### config.mk
export PLATFORM = sky130hd
export DESIGN_NAME = alu_share_arbiter
export DESIGN_NICKNAME = d
export VERILOG_FILES = /design/src/rtl/alu_share_arbiter.sv
export SDC_FILE = /design/constraint.sdc
export NUM_CORES = 1
export LEC_CHECK = 0
export CAP_MARGIN = 20
export CORE_AREA = 2 2 116 118
export CTS_CLUSTER_SIZE = 25
export DETAILED_ROUTE_END_ITERATION = 8
export DIE_AREA = 0 0 118 120
export GPL_TIMING_DRIVEN = 0
export HOLD_SLACK_MARGIN = 0.02
export PLACE_DENSITY = 0.83
export SYNTH_ARGS = -nofsm -noshare
export SYNTH_HDL_FRONTEND = slang
export SYNTH_SLANG_ARGS = --single-unit
export TNS_END_PERCENT = 10
### constraint.sdc
create_clock -name clk -period 5.5 [get_ports clk]
set_clock_uncertainty 0.2 [all_clocks]
set_input_delay 1.1 -clock clk [delete_from_list [all_inputs] [get_ports clk]]
set_output_delay 1.1 -clock clk [all_outputs]
set_load 0.05 [all_outputs]
### src/rtl/alu_share_arbiter.sv
// Round-robin front end that shares one combinational ALU between two
// requesters, holds operands for a settle window and registers the response.
module alu_share_arbiter #(
  parameter int         XLEN        = 32,
  parameter int         EXEC_CYCLES = 1,
  parameter logic [2:0] IDLE_CTRL   = 3'b011
) (
  input  logic            clk,
  input  logic            rst,
  input  logic            req0_valid,
  output logic            req0_ready,
  input  logic [XLEN-1:0] req0_src1,
  input  logic [XLEN-1:0] req0_src2,
  input  logic [2:0]      req0_ctrl,
  input  logic            req1_valid,
  output logic            req1_ready,
  input  logic [XLEN-1:0] req1_src1,
  input  logic [XLEN-1:0] req1_src2,
  input  logic [2:0]      req1_ctrl,
  output logic [XLEN-1:0] alu_src1,
  output logic [XLEN-1:0] alu_src2,
  output logic [2:0]      alu_ctrl,
  input  logic [XLEN-1:0] alu_result,
  input  logic            alu_zero,
  input  logic            alu_sign,
  output logic            resp_valid,
  input  logic            resp_ready,
  output logic            resp_id,
  output logic [XLEN-1:0] resp_result,
  output logic            resp_zero,
  output logic            resp_sign,
  output logic            busy
);

  typedef enum logic [1:0] {
    IDLE,
    EXEC,
    RESP
  } state_t;

  localparam logic [3:0] CNT_INIT = 4'(EXEC_CYCLES - 1);

  state_t          state;
  state_t          state_nxt;
  logic            last_grant;
  logic [3:0]      cnt;
  logic [XLEN-1:0] op_src1;
  logic [XLEN-1:0] op_src2;
  logic [2:0]      op_ctrl;
  logic            op_id;
  logic            grant0;
  logic            grant1;
  logic            hs;
  logic            done;

  // Tie goes to the port that did not win last time.
  always_comb begin
    grant0 = 1'b0;
    grant1 = 1'b0;
    unique case ({req1_valid, req0_valid})
      2'b01: grant0 = 1'b1;
      2'b10: grant1 = 1'b1;
      2'b11: begin
        grant0 = last_grant;
        grant1 = !last_grant;
      end
      default: ;
    endcase
  end

  assign hs   = req0_ready | req1_ready;
  assign done = (state == EXEC) && (cnt == 4'd0);

  always_ff @(posedge clk) begin
    if (rst) state <= IDLE;
    else     state <= state_nxt;
  end

  always_comb begin
    state_nxt = state;
    unique case (state)
      IDLE:    if (hs) state_nxt = EXEC;
      EXEC:    if (done) state_nxt = RESP;
      RESP:    if (resp_ready) state_nxt = IDLE;
      default: state_nxt = IDLE;
    endcase
  end

  always_comb begin
    req0_ready = (state == IDLE) & grant0;
    req1_ready = (state == IDLE) & grant1;
    alu_src1   = op_src1;
    alu_src2   = op_src2;
    alu_ctrl   = (state == EXEC) ? op_ctrl : IDLE_CTRL;
    busy       = (state != IDLE);
  end

  always_ff @(posedge clk) begin
    if (rst) begin
      last_grant  <= 1'b1;
      cnt         <= 4'd0;
      op_src1     <= '0;
      op_src2     <= '0;
      op_ctrl     <= '0;
      op_id       <= 1'b0;
      resp_valid  <= 1'b0;
      resp_id     <= 1'b0;
      resp_result <= '0;
      resp_zero   <= 1'b0;
      resp_sign   <= 1'b0;
    end else begin
      if (hs) begin
        op_src1    <= req1_ready ? req1_src1 : req0_src1;
        op_src2    <= req1_ready ? req1_src2 : req0_src2;
        op_ctrl    <= req1_ready ? req1_ctrl : req0_ctrl;
        op_id      <= req1_ready;
        last_grant <= req1_ready;
        cnt        <= CNT_INIT;
      end
      if ((state == EXEC) && (cnt != 4'd0)) cnt <= cnt - 4'd1;
      if (done) begin
        resp_valid  <= 1'b1;
        resp_id     <= op_id;
        resp_result <= alu_result;
        resp_zero   <= alu_zero;
        resp_sign   <= alu_sign;
      end
      if ((state == RESP) && resp_ready) resp_valid <= 1'b0;
    end
  end

endmodule

==> impl_metrics.ini <==
[logic_synthesis]
synth_simple_gate_area_share_pct = 18.3
netlist.area_leader.share_pct = 40.8
yosys_warnings = 0
synth_area_leaders = dfxtp_1, a2111oi_2, nor3_1
yosysTopAreaCell = dfxtp_1
ys_ff_latch = 111
syn-num-nets = 786
postSynthCellCount = 612
syn_area_um2 = 5440
yosys-mux-area-fraction_pct = 0
synth_fa_ha_area_share_pct = 0.230
synth_compound_area_share_pct = 33.1
synth_top_family_by_area = compound AO/OA/AOI/OAI gates
synth_xor_area_share_pct = 0
syn_avg_cell_area_um2 = 8.89
ys_seq_area_share_pct = 40.8
synth_cell_types = 34

[cells_and_area]
ff_latch_area_um2 = 2220
drive_gt1_share_pct = 11.7
nets = 1074
multi_input_area_um2 = 2810
finalInstanceArea_um2 = 8710
syn_to_final_growth_pct = 60.2
antenna-diode-count = 0
fillers = 1112

[setup_path]
critPathMaxFanout = 10
crit_type = input port to primary output
cp_data_required_time_ps = 4200
startpoint_type = input port
crit_arrival_ps = 3360
crit_path_end_kind = primary output

[die]
core-area_um2 = 13000
dieHeight_um = 120
start_util_pct = 41.9
die-area_um2 = 14200
die_w_um = 118
pin_count = 279
row_count = 42

[sta]
fmax_mhz = 214
fin_crit_ps = 4660
hold_violations = 0
max-slew-margin-rel_pct = 46.0
layout_setup_ws_ps = 837
slew_violations = 0
tightestPinTransition_ps = 811
tns_ps = 0
fin_crit_sh_pct = 84.8
rsz0062_at_grt = no
setup_viol_count_final = 0

[clocking]
hold_buffers = 0
path_clk_slew_ps = 80
cts_buffers = 9
clock_path_buffers = 2
ctsResizeCount = 0
cts_root_buffer = clkbuf_16
clk_latency_ps = 360
cts_tree = built
htreeDepth = 3
clock-sinks = 111
post_cts_buffers = 0

[power_and_ir_drop]
finalPower_mw = 2.63
p_leak_nw = 2.85
power_density_nw_per_um2 = 302
vdd_ir_drop_max_v = 0.000163

[placed_design]
pre_cts_slack_ps = 829
post-dp-hpwl_mm = 14.7
placed_cell_area_um2 = 8430
port_buffers = 277
finalWeightedCongestion = 0.833

[drt]
via_count = 6151
drtPass1Iterations = 5
wl_mm = 19.9
wire_per_inst_um = 18.4
vias_per_cell = 5.69
antenna_left = 0
drc = 0
first_iter_violations = 341

[global_route]
grt_antenna_before_repair = 0
grt_max_degree = 20
grt_use_total_pct = 27.3
grt_first_pass_wirelength_mm = 30.8
grt_pass1_vias = 5953
grt_overflow = 0

[worst_hold_path]
hold_path.class = flip-flop to flip-flop

[flow_run]
drv_cap = 0

[outcome]
status = completed
[area by class of cell]
type	count	share of cell area [%]
sequential	111	25.5
clock buffer	9	2.58
tap	176	2.53
multi-input combinational	413	32.3
clock inverter	7	0.632
inverter	9	0.388
timing repair buffer	277	31.8
buffer	79	4.28
[logic make-up after synthesis]
group,after synthesis
AOI/OAI and AO/OA,219
adders and majority gates,1
buffers and inverters,88
DFF,111
and+or+nand+nor,193
[critical path, cell delays in order]
cell and delay [ps]:
clkdlybuf4s50_1 450, a211o_1 400, or2_1 250, buf_6 150
buf_6 160, inv_1 60, clkdlybuf4s50_1 790
[final timing paths]
path / from / to / slack (ps) / depth (start not counted)
setup / recovery: req0_valid / req1_ready / 840 / 7
hold / removal: op_id$_SDFFE_PP0P_ / op_id$_SDFFE_PP0P_ / 270 / 2
setup reg to reg: state[1]$_SDFFE_PP0P_ / alu_src1[12]$_SDFFE_PP0P_ / 3310 / 6
hold reg to reg: op_id$_SDFFE_PP0P_ / op_id$_SDFFE_PP0P_ / 270 / 2
[synth_stat cells, drive strengths merged]
library cell,number
clkbuf,57
nor2b,2
nand2b,3
buf,22
or3b,1
o31ai,1
a311oi,1
ha,1
o21ai,35
nor3,134
dfxtp,111
a21oi,109
nor2,3
nor3b,2
nand3,36
or4,2
nand2,3
nor4bb,1
a31oi,1
nand4bb,1
a2111oi,67
or2,2
o221ai,3
and2,1
or3,2
o22ai,1
inv,9
a211o,1
[state kept, by name, summed over array words and instances, names as in the netlist, 2 cells and up]
name	cells
resp_result	32
state	2
alu_src1	32
cnt	4
alu_src2	32
op_ctrl	3
[stage by stage]
| stage | std cells | hold slack [ps] | util (%) |
|---|---|---|---|
| floorplan | 612 | 237 | - |
| global placement | 1065 | 245 | 65.0 |
| detailed placement | 1065 | 253 | 65.0 |
| CTS | 1081 | 265 | 67.1 |
| global route | 1081 | 292 | 67.1 |
| finish | 1081 | 269 | 67.1 |
[cells in the final DEF, fill, tap and decap left out]
master             n
inv_1              7
a2111oi_4          1
nand4bb_1          1
clkinv_2           1
or2_2              1
a211o_1            1
a2111oi_2         66
buf_1              3
nand2_1            3
inv_2              2
nor3b_1            2
nor3_1           134
nor2b_1            2
or3b_2             1
nand2b_1           3
nor2_1             3
or3_1              2
or2_1              1
o221ai_1           3
clkinv_4           1
and2_1             1
nand3_1           36
buf_2             10
a21oi_1          109
o21ai_0           35
o22ai_1            1
inv_6              3
buf_4              1
or4_1              2
clkinvlp_4         2
o31ai_1            1
clkbuf_16          9
clkdlybuf4s50_1  277
a311oi_1           1
buf_6              8
a31oi_1            1
dfxtp_1          111
ha_1               1
nor4bb_1           1
clkbuf_1          57
[metal layers]
metal / track usage, % / vias to the layer above / part of all wire [%]
li1: - / 2905 / -
met1: 32.3 / 2903 / 39
met2: 46.5 / 301 / 48
met3: 8.27 / 42 / 9.6
met4: 10.9 / 0 / 3.0
met5: 0 / - / 0
[report_power, final]
group	internal, mW	leakage [nW]	total (mW)	switching (mW)
combinational	0.410	1.80	1.06	0.650
clock	0.313	0.133	0.634	0.321
sequential	0.892	0.916	0.939	0.0469
(Power assumes the default switching activity.)
